**config.mk**
```make
export PLATFORM = sky130hd
export DESIGN_NAME = disp_colormap_out_flat
export DESIGN_NICKNAME = d
export VERILOG_FILES = /design/src/rtl/disp_out_pkg.sv /design/src/rtl/disp_colormap_out_if.sv /design/src/rtl/disp_cmap_lut.sv /design/src/rtl/disp_colormap_out.sv /design/src/flat_wrapper.sv
export SDC_FILE = /design/constraint.sdc
export NUM_CORES = 1
export LEC_CHECK = 0
export ABC_CLOCK_PERIOD_IN_PS = 2150
export CELL_PAD_IN_SITES_DETAIL_PLACEMENT = 1
export CELL_PAD_IN_SITES_GLOBAL_PLACEMENT = 1
export CORE_MARGIN = 4
export CORE_UTILIZATION = 35
export CTS_BUF_LIST = sky130_fd_sc_hd__clkbuf_8
export CTS_CLUSTER_DIAMETER = 30
export CTS_CLUSTER_SIZE = 25
export DETAILED_ROUTE_END_ITERATION = 7
export PLACE_DENSITY_LB_ADDON = 0.1
export SYNTH_ARGS = -nofsm -noshare
export SYNTH_HDL_FRONTEND = slang
export SYNTH_SLANG_ARGS = --single-unit
```
**constraint.sdc**
```tcl
create_clock -name rd_clk -period 2.15 [get_ports rd_clk]
set_input_delay 0.43 -clock rd_clk [delete_from_list [all_inputs] [get_ports rd_clk]]
set_output_delay 0.43 -clock rd_clk [all_outputs]
set_load 0.02 [all_outputs]
```
**src/rtl/disp_out_pkg.sv**
```systemverilog
`default_nettype none
// ============================================================================
//  Module  : disp_out_pkg
//  Purpose : Shared types and constants for the disparity colour-output stage.
//            - Colormap segment codes (top two bits of the 8-bit disparity).
//            - Fixed pixel-pipeline latency.
//            - RGB888 pixel type and the delay-matched sync bundle.
//  Rev     : 1.0  initial release
// ============================================================================
package disp_out_pkg;

    // Colormap segment selected by d[7:6], in ascending disparity order.
    localparam logic [1:0] SEG_BLUE   = 2'd0;  // blue   -> cyan
    localparam logic [1:0] SEG_CYAN   = 2'd1;  // cyan   -> green
    localparam logic [1:0] SEG_YELLOW = 2'd2;  // green  -> yellow
    localparam logic [1:0] SEG_RED    = 2'd3;  // yellow -> red

    // Cycles from input sample to rgb_out / out_* syncs.
    localparam int DISP_PIPE_LAT = 2;

    typedef struct packed {
        logic [7:0] r;
        logic [7:0] g;
        logic [7:0] b;
    } rgb_t;

    typedef struct packed {
        logic hs;
        logic vs;
        logic de;
    } sync_t;

endpackage
`default_nettype wire

```
**src/rtl/disp_colormap_out_if.sv**
```systemverilog
`default_nettype none
// ============================================================================
//  Module  : disp_colormap_out_if
//  Purpose : Disparity pixel stream (syncs, qualifier, pixel) feeding the
//            colour-output stage.
//  Ports   : hsync, vsync, valid (1 bit each), data_in (WIDTH bits)
//            master = stream source, slave = stream sink
//  Rev     : 1.0  initial release
// ============================================================================
interface disp_colormap_out_if #(
    parameter int WIDTH = 8
);
    logic             hsync;
    logic             vsync;
    logic             valid;
    logic [WIDTH-1:0] data_in;

    modport master (output hsync, vsync, valid, data_in);
    modport slave  (input  hsync, vsync, valid, data_in);
endinterface
`default_nettype wire

```
**src/rtl/disp_cmap_lut.sv**
```systemverilog
`default_nettype none
// ============================================================================
//  Module  : disp_cmap_lut
//  Purpose : Purely combinational jet-style colormap, 8-bit disparity to
//            RGB888. Zero disparity is rendered black. With i_gray set the
//            disparity is replicated on all three channels instead.
//  Ports   : i_d    [7:0]  disparity (top 8 bits of the pixel)
//            i_gray        grey-ramp select
//            o_rgb  rgb_t  colour result
//  Rev     : 1.0  initial release
// ============================================================================
module disp_cmap_lut
    import disp_out_pkg::*;
(
    input  wire logic [7:0] i_d,
    input  wire logic       i_gray,
    output rgb_t            o_rgb
);

    logic [1:0] w_seg;
    logic [7:0] w_off;

    assign w_seg = i_d[7:6];
    // Position within the segment scaled to 0..252; 255-w_off never wraps.
    assign w_off = {i_d[5:0], 2'b00};

    always_comb begin
        o_rgb = '0;
        if (i_d == 8'd0) begin
            o_rgb = '0;
        end else if (i_gray) begin
            o_rgb.r = i_d;
            o_rgb.g = i_d;
            o_rgb.b = i_d;
        end else begin
            case (w_seg)
                SEG_BLUE: begin
                    o_rgb.r = 8'h00;
                    o_rgb.g = w_off;
                    o_rgb.b = 8'hFF;
                end
                SEG_CYAN: begin
                    o_rgb.r = 8'h00;
                    o_rgb.g = 8'hFF;
                    o_rgb.b = 8'hFF - w_off;
                end
                SEG_YELLOW: begin
                    o_rgb.r = w_off;
                    o_rgb.g = 8'hFF;
                    o_rgb.b = 8'h00;
                end
                SEG_RED: begin
                    o_rgb.r = 8'hFF;
                    o_rgb.g = 8'hFF - w_off;
                    o_rgb.b = 8'h00;
                end
            endcase
        end
    end

endmodule
`default_nettype wire

```
**src/rtl/disp_colormap_out.sv**
```systemverilog
`default_nettype none
// ============================================================================
//  Module  : disp_colormap_out
//  Purpose : Display-side colour stage in the rd_clk domain. Maps each
//            disparity pixel to RGB888 through a jet colormap with syncs and
//            DE delay-matched (2 cycles), and measures the active geometry of
//            every frame against the programmed size.
//  Ports   : rd_clk, rd_rst        clock, synchronous active-high reset
//            pix_in (slave)        hsync/vsync/valid/data_in stream
//            gray_mode             grey-ramp select (DISP_GRAY_BYPASS_EN only)
//            exp_width/exp_height  expected active size (quasi-static)
//            rgb_out, out_hsync, out_vsync, out_de   delayed video out
//            meas_width/meas_height, geom_err, frame_done  geometry report
//  Config  : `define DISP_GRAY_BYPASS_EN adds the gray_mode input.
//            WIDTH must be >= 8; only the top 8 pixel bits reach the LUT.
//  Rev     : 1.0  initial release
// ============================================================================
module disp_colormap_out
    import disp_out_pkg::*;
#(
    parameter int WIDTH = 8,
    parameter int CNT_W = 11
) (
    input  wire logic             rd_clk,
    input  wire logic             rd_rst,
    disp_colormap_out_if.slave    pix_in,
`ifdef DISP_GRAY_BYPASS_EN
    input  wire logic             gray_mode,
`endif
    input  wire logic [CNT_W-1:0] exp_width,
    input  wire logic [CNT_W-1:0] exp_height,
    output logic      [23:0]      rgb_out,
    output logic                  out_hsync,
    output logic                  out_vsync,
    output logic                  out_de,
    output logic      [CNT_W-1:0] meas_width,
    output logic      [CNT_W-1:0] meas_height,
    output logic                  geom_err,
    output logic                  frame_done
);

    localparam logic [CNT_W-1:0] c_cnt_max = {CNT_W{1'b1}};

    // ------------------------------------------------------------------
    // Pixel pipeline: S1 = r_s1_d / r_sync[0], S2 = r_rgb / r_sync[1]
    // ------------------------------------------------------------------
    logic        w_gray_in;
    logic [7:0]  r_s1_d;
    logic        r_s1_gray;
    sync_t       r_sync [DISP_PIPE_LAT];
    rgb_t        w_rgb;
    rgb_t        r_rgb;

`ifdef DISP_GRAY_BYPASS_EN
    assign w_gray_in = gray_mode;
`else
    assign w_gray_in = 1'b0;
`endif

    disp_cmap_lut u_lut (
        .i_d    (r_s1_d),
        .i_gray (r_s1_gray),
        .o_rgb  (w_rgb)
    );

    always_ff @(posedge rd_clk) begin
        if (rd_rst) begin
            r_s1_d    <= '0;
            r_s1_gray <= 1'b0;
            r_rgb     <= '0;
            for (int i = 0; i < DISP_PIPE_LAT; i++) begin
                r_sync[i] <= '0;
            end
        end else begin
            r_s1_d    <= pix_in.data_in[WIDTH-1 -: 8];
            r_s1_gray <= w_gray_in;
            r_sync[0] <= '{hs: pix_in.hsync, vs: pix_in.vsync, de: pix_in.valid};
            for (int i = 1; i < DISP_PIPE_LAT; i++) begin
                r_sync[i] <= r_sync[i-1];
            end
            // Blanking pixels are forced black regardless of their data.
            r_rgb     <= r_sync[0].de ? w_rgb : '0;
        end
    end

    assign rgb_out   = r_rgb;
    assign out_hsync = r_sync[DISP_PIPE_LAT-1].hs;
    assign out_vsync = r_sync[DISP_PIPE_LAT-1].vs;
    assign out_de    = r_sync[DISP_PIPE_LAT-1].de;

    // ------------------------------------------------------------------
    // Geometry measurement. Edges are taken between the S1 copy of
    // valid/vsync and one further registered copy.
    // ------------------------------------------------------------------
    logic             w_s1_valid;
    logic             w_s1_vs;
    logic             r_prev_valid;
    logic             r_prev_vs;
    logic             w_line_end;
    logic             w_frame_start;

    logic [CNT_W-1:0] r_pix_cnt;
    logic [CNT_W-1:0] r_line_cnt;
    logic [CNT_W-1:0] r_first_w;
    logic             r_line_err;
    logic             r_seen_vs;

    logic [CNT_W-1:0] w_line_cnt_nx;
    logic [CNT_W-1:0] w_first_w_nx;
    logic             w_line_err_nx;

    logic [CNT_W-1:0] r_meas_width;
    logic [CNT_W-1:0] r_meas_height;
    logic             r_geom_err;
    logic             r_frame_done;

    assign w_s1_valid    = r_sync[0].de;
    assign w_s1_vs       = r_sync[0].vs;
    assign w_line_end    = r_prev_valid & ~w_s1_valid;
    assign w_frame_start = w_s1_vs & ~r_prev_vs;

    // Line bookkeeping after accounting for a line ending this cycle. The
    // frame latch reads these so a line ending together with vsync counts.
    always_comb begin
        w_line_cnt_nx = r_line_cnt;
        w_first_w_nx  = r_first_w;
        w_line_err_nx = r_line_err;
        if (w_line_end) begin
            if (r_line_cnt == '0) begin
                w_first_w_nx = r_pix_cnt;
            end else if (r_pix_cnt != r_first_w) begin
                w_line_err_nx = 1'b1;
            end
            if (r_line_cnt != c_cnt_max) begin
                w_line_cnt_nx = r_line_cnt + 1'b1;
            end
        end
    end

    always_ff @(posedge rd_clk) begin
        if (rd_rst) begin
            r_prev_valid  <= 1'b0;
            r_prev_vs     <= 1'b0;
            r_pix_cnt     <= '0;
            r_line_cnt    <= '0;
            r_first_w     <= '0;
            r_line_err    <= 1'b0;
            r_seen_vs     <= 1'b0;
            r_meas_width  <= '0;
            r_meas_height <= '0;
            r_geom_err    <= 1'b0;
            r_frame_done  <= 1'b0;
        end else begin
            r_prev_valid <= w_s1_valid;
            r_prev_vs    <= w_s1_vs;
            r_frame_done <= 1'b0;

            // pix_cnt still holds the finished line's width during the
            // line-end cycle, so it is consumed above before clearing here.
            if (w_line_end) begin
                r_pix_cnt <= '0;
            end else if (w_s1_valid && (r_pix_cnt != c_cnt_max)) begin
                r_pix_cnt <= r_pix_cnt + 1'b1;
            end

            if (w_frame_start) begin
                // The first vsync after reset only arms measurement; the
                // partial frame before it is discarded.
                if (r_seen_vs) begin
                    r_meas_width  <= w_first_w_nx;
                    r_meas_height <= w_line_cnt_nx;
                    r_geom_err    <= w_line_err_nx
                                   | (w_first_w_nx  != exp_width)
                                   | (w_line_cnt_nx != exp_height);
                    r_frame_done  <= 1'b1;
                end
                r_seen_vs  <= 1'b1;
                r_line_cnt <= '0;
                r_first_w  <= '0;
                r_line_err <= 1'b0;
            end else begin
                r_line_cnt <= w_line_cnt_nx;
                r_first_w  <= w_first_w_nx;
                r_line_err <= w_line_err_nx;
            end
        end
    end

    assign meas_width  = r_meas_width;
    assign meas_height = r_meas_height;
    assign geom_err    = r_geom_err;
    assign frame_done  = r_frame_done;

endmodule
`default_nettype wire

```
**src/flat_wrapper.sv**
```systemverilog
// flat-port wrapper written by rule: the top's interface ports become plain ports
module disp_colormap_out_flat import disp_out_pkg::*;
#(
    parameter int WIDTH = 8,
    parameter int CNT_W = 11
)
  (rd_clk, rd_rst, exp_width, exp_height, rgb_out, out_hsync, out_vsync, out_de, meas_width, meas_height, geom_err, frame_done, pix_in_hsync, pix_in_vsync, pix_in_valid, pix_in_data_in);
  disp_colormap_out_if #(.WIDTH(WIDTH)) pix_in_i ();
  input  wire logic rd_clk;
  input  wire logic rd_rst;
  input  wire logic [CNT_W-1:0] exp_width;
  input  wire logic [CNT_W-1:0] exp_height;
  output logic      [23:0] rgb_out;
  output logic out_hsync;
  output logic out_vsync;
  output logic out_de;
  output logic      [CNT_W-1:0] meas_width;
  output logic      [CNT_W-1:0] meas_height;
  output logic geom_err;
  output logic frame_done;
  input wire logic [$bits(pix_in_i.hsync)-1:0] pix_in_hsync;
  input wire logic [$bits(pix_in_i.vsync)-1:0] pix_in_vsync;
  input wire logic [$bits(pix_in_i.valid)-1:0] pix_in_valid;
  input wire logic [$bits(pix_in_i.data_in)-1:0] pix_in_data_in;
  assign pix_in_i.hsync = pix_in_hsync;
  assign pix_in_i.vsync = pix_in_vsync;
  assign pix_in_i.valid = pix_in_valid;
  assign pix_in_i.data_in = pix_in_data_in;
  disp_colormap_out #(.WIDTH(WIDTH), .CNT_W(CNT_W)) u_core (.rd_clk(rd_clk), .rd_rst(rd_rst), .pix_in(pix_in_i), .exp_width(exp_width), .exp_height(exp_height), .rgb_out(rgb_out), .out_hsync(out_hsync), .out_vsync(out_vsync), .out_de(out_de), .meas_width(meas_width), .meas_height(meas_height), .geom_err(geom_err), .frame_done(frame_done));
endmodule
```
==> results of run 1 <==
[power groups by stage]
| stage | logic [mW] | clock network, mW | registers [mW] |
|---|---|---|---|
| after floorplan | 0.144 | 0 | 1.87 |
| after global placement | 0.359 | 0 | 1.84 |
| after detailed placement | 0.366 | 0 | 1.85 |
| after CTS | 0.373 | 1.11 | 1.81 |
| after global routing | 0.403 | 1.18 | 1.81 |
| final | 0.371 | 1.07 | 1.80 |
[metrics by stage]
step	setup TNS (ns)	power, mW
CTS	0	3.29
global route	-0.199	3.40
finish	-0.0728	3.24
detailed placement	-0.210	2.21
floorplan	0	2.01
global placement	-0.148	2.20
[repair_timing]
| item | 4_1_cts | 5_1_grt |
|---|---|---|
| setup buffers | 1 | 2 |
| gates resized for setup | 14 | 12 |
| setup endpoints to repair | 3 | 5 |
| hold buffers | 0 | 0 |
| pin swaps | 2 | 8 |
[per-layer routing]
layer / share of wire / up-vias / wire length, um / GRT usage
li1: - / 1819 / - / -
met2: 0.50 / 71 / 6230 / 0.334
met1: 0.43 / 1791 / 5410 / 0.245
met3: 0.048 / 18 / 602 / 0.0442
met4: 0.018 / 0 / 222 / 0.0822
met5: 0 / - / 0 / 0
[layout by cell type (no fill, tap or decap), types with 2 or more instances in the layout]
cell type / instances
inv_1: 16
nand4_1: 8
a211oi_1: 15
buf_4: 79
dfxtp_1: 92
xor2_1: 30
nor2b_1: 14
a21oi_2: 3
nand3_1: 5
nor4_1: 10
mux2i_1: 14
clkbuf_8: 10
or2_2: 2
xnor2_1: 13
or3_1: 3
nor4_2: 4
nand2b_1: 2
and3_1: 8
clkinvlp_4: 3
nor3_1: 17
o21ai_0: 9
a221oi_1: 3
a21oi_1: 22
buf_6: 2
nand2_1: 11
clkdlybuf4s50_1: 85
ha_1: 2
nor2_1: 85
o41ai_1: 2
[cell type report]
| type | count | area (sq um) |
|---|---|---|
| fill | 1323 | 5220 |
| multi-input combinational | 311 | 2050 |
| sequential | 94 | 1890 |
| timing repair buffer | 166 | 1470 |
| tap | 140 | 175 |
| clock buffer | 10 | 138 |
| inverter | 14 | 52.6 |
| clock inverter | 6 | 38.8 |
[path summary, 6_finish.rpt]
kind / start / to / cells past startpoint
hold reg to reg: u_core.r_sync[0][2]$_SDFF_PP0_ / u_core.r_sync[0][5]$_SDFF_PP0_ / 1
hold / removal: u_core.r_sync[0][2]$_SDFF_PP0_ / u_core.r_sync[0][5]$_SDFF_PP0_ / 1
setup / recovery: u_core.r_line_cnt[10]$_SDFF_PP0_ / u_core.geom_err$_SDFFE_PP0P_ / 7
setup reg to reg: u_core.r_line_cnt[10]$_SDFF_PP0_ / u_core.geom_err$_SDFFE_PP0P_ / 7
[flip-flops by register name, summed over array words and instances, names as in the netlist, 6 cells and up]
| name | count |
|---|---|
| u_core.r_sync | 6 |
| u_core.meas_width | 11 |
| u_core.meas_height | 11 |
| u_core.r_first_w | 11 |
| u_core.r_line_cnt | 11 |
| u_core.rgb_out | 21 |
| u_core.r_s1_d | 8 |
| u_core.r_pix_cnt | 11 |
[logic make-up after synthesis]
logic type                 after synthesis  synth area share
xor gates and xnor gates                45             0.100
DFF                                     94             0.470
muxes                                   16            0.0412
AOI/OAI and AO/OA                       67             0.112
adders and majority gates                3           0.00937
buffers and inverters                   41            0.0440
and+or+nand+nor                        180             0.223
[worst max-delay path, cell delays in order (launching register included)]
cell and delay [ns]:
dfxtp_1 0.38, nand2_1 0.20, or4_4 0.58, a21bo_4 0.24
xor2_2 0.21, o21ai_1 0.12, nor4_2 0.27, a211oi_2 0.10
==> impl_metrics.tcl, run 1 <==
set metrics [dict create \
    status "finished, violations left" \
    violations "setup timing" \
    pwr-share-seq 0.557 \
    worst_slew_pin_slew_ns 0.528 \
    cts_made_buffers 9 \
    dp_hpwl_mm 9.84 \
    min_period_ns 2.22 \
    ys_top_cells_by_count "dfxtp_1, nor2_1, xor2_1" \
    fin_cells 741 \
    drt_wl_total_mm 12.5 \
    clock_latency_ns 0.37 \
    synthesis.nets 484 \
    io_buffers 85 \
    placed_area_sq_um 5490 \
    p_clk_frac 0.329 \
    hold_viol 0 \
    area_delta_synth_final_pct 45.0 \
    synth_edf_count 0 \
    grt_pass1_vias 4004 \
    ys_types 51 \
    track_usage 0.199 \
    cap_violations 0 \
    ys.flop_type "dfxtp_1" \
    drtIter0Drc 113 \
    leakagePower_nw 2.34 \
    rsz0062_at_grt "yes" \
    cts_tree "done" \
    required_ns 2.39 \
    slew-limit-headroom 0.647 \
    n_antenna_cell 0 \
    ys_top_cells_by_area "dfxtp_1, nor2_1, xor2_1" \
    synth.most_common_cell "dfxtp_1" \
    finalInstanceArea_sq_um 5810 \
    async_flop_share 0 \
    pwr-share-comb 0.114 \
    syn_area_sq_um 4010 \
    critPathKind "reg2reg" \
    p_int_mw 2.42 \
    drt-pass1-iter-count 4 \
    power_density_nw_per_um2 558 \
    fmax_mhz 450 \
    syn-instance-count 446 \
    start_util 0.363 \
    worst_setup_path_start_kind "flip-flop" \
    overflow 0 \
    vias_per_cell 4.99 \
    yosysTopAreaCell "dfxtp_1" \
    power_switching_mw 0.826 \
    switching_share 0.255 \
    post-route-drc-count 0 \
    utilization 0.526 \
    setup_violations 1 \
    timing.reg2reg.setup_slack_ns -0.07 \
    crit_fanout 7 \
    nets 634 \
    synth_area_per_cell_sq_um 8.98 \
    die_h_um 115 \
    num_rows 38 \
    drive_gt1_frac 0.208 \
    cp-end-kind "flip-flop" \
    clock_path_buffers 2 \
    hold_path_class "reg2reg" \
    die-area_sq_um 13200 \
    peakVddDrop_v 0.000280 \
    yosysWarnings 0 \
    grt_start_max_net_pins 37 \
    synth_top_cell_area_share 0.470 \
    pre_cts_slack_ns -0.205 \
    core_area_sq_um 11000 \
    ios 86 \
    die_x_um 115 \
    synth-seq-area-share 0.470 \
    crit_arrival_ns 2.47 \
    wl_per_cell_um 16.8 \
    drv_slew 0 \
    whs_ns 0.445 \
    synth_seq_cells 94 \
    worst_slack_ns -0.0728 \
    place_inst 722 \
    htreeDepth 3 \
    cts_sinks 94 \
    grt_pass1_wl_mm 20.5 \
    final.period_utilization 1.03 \
    clk_transition_reported_paths_ns 0.09 \
    cts-root-buf "clkbuf_8" \
    vias 3699 \
    gp_congestion 0.887 \
    finalClockSkew_ns 0.00880 \
    antenna_found_initial 0 \
    ant_nets 0 \
]
Power figures use the tool's default switching activity.
==> run 2, diff against run 1 <==
CTS_CLUSTER_SIZE = 30   (was 25)
MAX_ROUTING_LAYER = met4   (was default)
TNS_END_PERCENT = 20   (was default)
==> run 2 against run 1 <==
Effect of this change:
- the flow still finishes with violations (setup timing)
- wire length grew 2.2%
- global-route usage grew 0.43 points
- non-clock buffer count shrank 5
- hold slack gained 0.0019 ns
- via count shrank 1.0%
- combinational power is essentially flat
- highest routed layer unchanged
- largest cell class unchanged
- cell count shrank 1.1%
- die area is the same
- worst setup slack gained 0.055 ns
- total power grew 2.1%
- clock power grew 6%
==> impl_metrics.tcl, run 2 (synthesis gave the netlist of run 1 again) <==
set metrics [dict create \
    cap_violations 0 \
    peakVddDrop_v 0.000426 \
    violations "setup timing" \
    track_usage 0.203 \
    grt_start_max_net_pins 39 \
    worst_setup_path_start_kind "flip-flop" \
    num_rows 38 \
    fin_cells 733 \
    cts_sinks 94 \
    path_buf_inv 1 \
    core_area_sq_um 11000 \
    whs_ns 0.447 \
    cts_tree "done" \
    grt_pass1_wl_mm 20.1 \
    dp_hpwl_mm 9.90 \
    cp-end-kind "flip-flop" \
    crit_fanout 6 \
    vias_per_cell 5.00 \
    start_util 0.363 \
    hold_viol 0 \
    fmax_mhz 461 \
    hold_path_class "reg2reg" \
    overflow 0 \
    largest_reg_flops 21 \
    drv_slew 0 \
    drt_wl_total_mm 12.7 \
    post-route-drc-count 0 \
    p_clk_frac 0.342 \
    io_buffers 85 \
    nets 629 \
    required_ns 2.40 \
    antenna_found_initial 0 \
    finalClockSkew_ns 0.00648 \
    die_h_um 115 \
    area_delta_synth_final_pct 45.0 \
    place_inst 717 \
    clk_transition_reported_paths_ns 0.09 \
    vias 3662 \
    status "finished, violations left" \
    worst_slack_ns -0.0174 \
    critical_path.max_stage_delay_ns 0.42 \
    drt-pass1-iter-count 4 \
    power_switching_mw 0.823 \
    placed_area_sq_um 5460 \
    gp_congestion 0.900 \
    rsz0062_at_grt "yes" \
    final_common_cell "dfxtp_1" \
    setup_violations 1 \
    utilization 0.526 \
    clock_path_buffers 2 \
    finalInstanceArea_sq_um 5810 \
    die_x_um 115 \
    n_antenna_cell 0 \
    crit_arrival_ns 2.41 \
    drive_gt1_frac 0.211 \
    min_period_ns 2.17 \
    ios 86 \
    grt_pass1_vias 3886 \
    switching_share 0.249 \
    die-area_sq_um 13200 \
    wl_per_cell_um 17.4 \
    crit_family "simple AND/OR/NAND/NOR gates" \
    critPathKind "reg2reg" \
    ant_nets 0 \
    final_cell_mix "dfxtp_1, nor2_1, clkdlybuf4s50_1" \
    pwr-share-seq 0.545 \
    htreeDepth 3 \
    pwr-share-comb 0.112 \
    slew-limit-headroom 0.666 \
    leakagePower_nw 2.32 \
    power_density_nw_per_um2 570 \
    p_int_mw 2.49 \
    crit_slowest_cell "or4_4" \
    cts-root-buf "clkbuf_8" \
    path_cells "ha_4 -> nand2_4 -> buf_6 -> or4_4 -> a21bo_1 -> xor2_2 -> o21ai_1 -> nor4_2 -> a211oi_2" \
    worst_slew_pin_slew_ns 0.500 \
    clock_latency_ns 0.37 \
    drtIter0Drc 106 \
    cts_made_buffers 9 \
    final.period_utilization 1.01 \
]
run 2: final cells by class:
| type | count | area, sq um |
|---|---|---|
| well taps | 140 | 175 |
| clock inverters | 4 | 51.3 |
| flip-flops and latches | 94 | 1890 |
| multi-input cells | 311 | 2080 |
| repair buffers | 161 | 1430 |
| fillers | 1320 | 5220 |
| inverters | 14 | 52.6 |
| clock buffers | 9 | 124 |
run 2: metal layers:
metal / track usage / up-vias / share of wire
met3: 0.0353 / 22 / 0.041
li1: - / 1809 / -
met5: - / - / 0
met4: 0.0822 / 0 / 0.024
met2: 0.343 / 72 / 0.50
met1: 0.239 / 1759 / 0.43
run 2: worst paths after layout:
check	slack (ns)	cells past startpoint	from	endpoint
max	-0.02	9	u_core.r_line_cnt[0]$_SDFF_PP0_	u_core.geom_err$_SDFFE_PP0P_
min	0.45	1	u_core.r_sync[0][2]$_SDFF_PP0_	u_core.r_sync[0][5]$_SDFF_PP0_
max reg2reg	-0.02	9	u_core.r_line_cnt[0]$_SDFF_PP0_	u_core.geom_err$_SDFFE_PP0P_
min reg2reg	0.45	1	u_core.r_sync[0][2]$_SDFF_PP0_	u_core.r_sync[0][5]$_SDFF_PP0_
run 2: worst reg2reg max path: cells and delay by family, from the launching register on:
kind                     cells  cell delay [ns]
XOR/XNOR                     1             0.18
AND/OR/NAND/NOR              3             0.76
buffers and inverters        1             0.15
flip-flops                   1             0.37
AO/OA/AOI/OAI                3             0.43
adder cells (fa/ha/maj)      1             0.15
run 2: through the flow:
step / setup TNS, ns / total power [mW] / setup slack, ns
5_1_grt: -0.257 / 3.44 / -0.159
6_report: -0.0174 / 3.31 / -0.0174
3_5_place_dp: -0.230 / 2.21 / -0.208
3_3_place_gp: -0.194 / 2.20 / -0.194
4_1_cts: -0.0340 / 3.35 / -0.0340
2_1_floorplan: 0 / 2.01 / 0.0286
run 2: what timing repair did:
action / 4_1_cts / 5_1_grt
buffers inserted: 0 / 3
pin swaps: 2 / 7
hold buffers: 0 / 0
gates resized for setup: 15 / 17
endpoints found under the setup margin: 2 / 5
run 2: power groups by stage:
stage | clock (mW) | combinational, mW | sequential [mW]
after floorplan | 0 | 0.144 | 1.87
after global routing | 1.23 | 0.403 | 1.81
final | 1.13 | 0.372 | 1.80
after CTS | 1.17 | 0.374 | 1.81
after global placement | 0 | 0.359 | 1.84
after detailed placement | 0 | 0.368 | 1.85
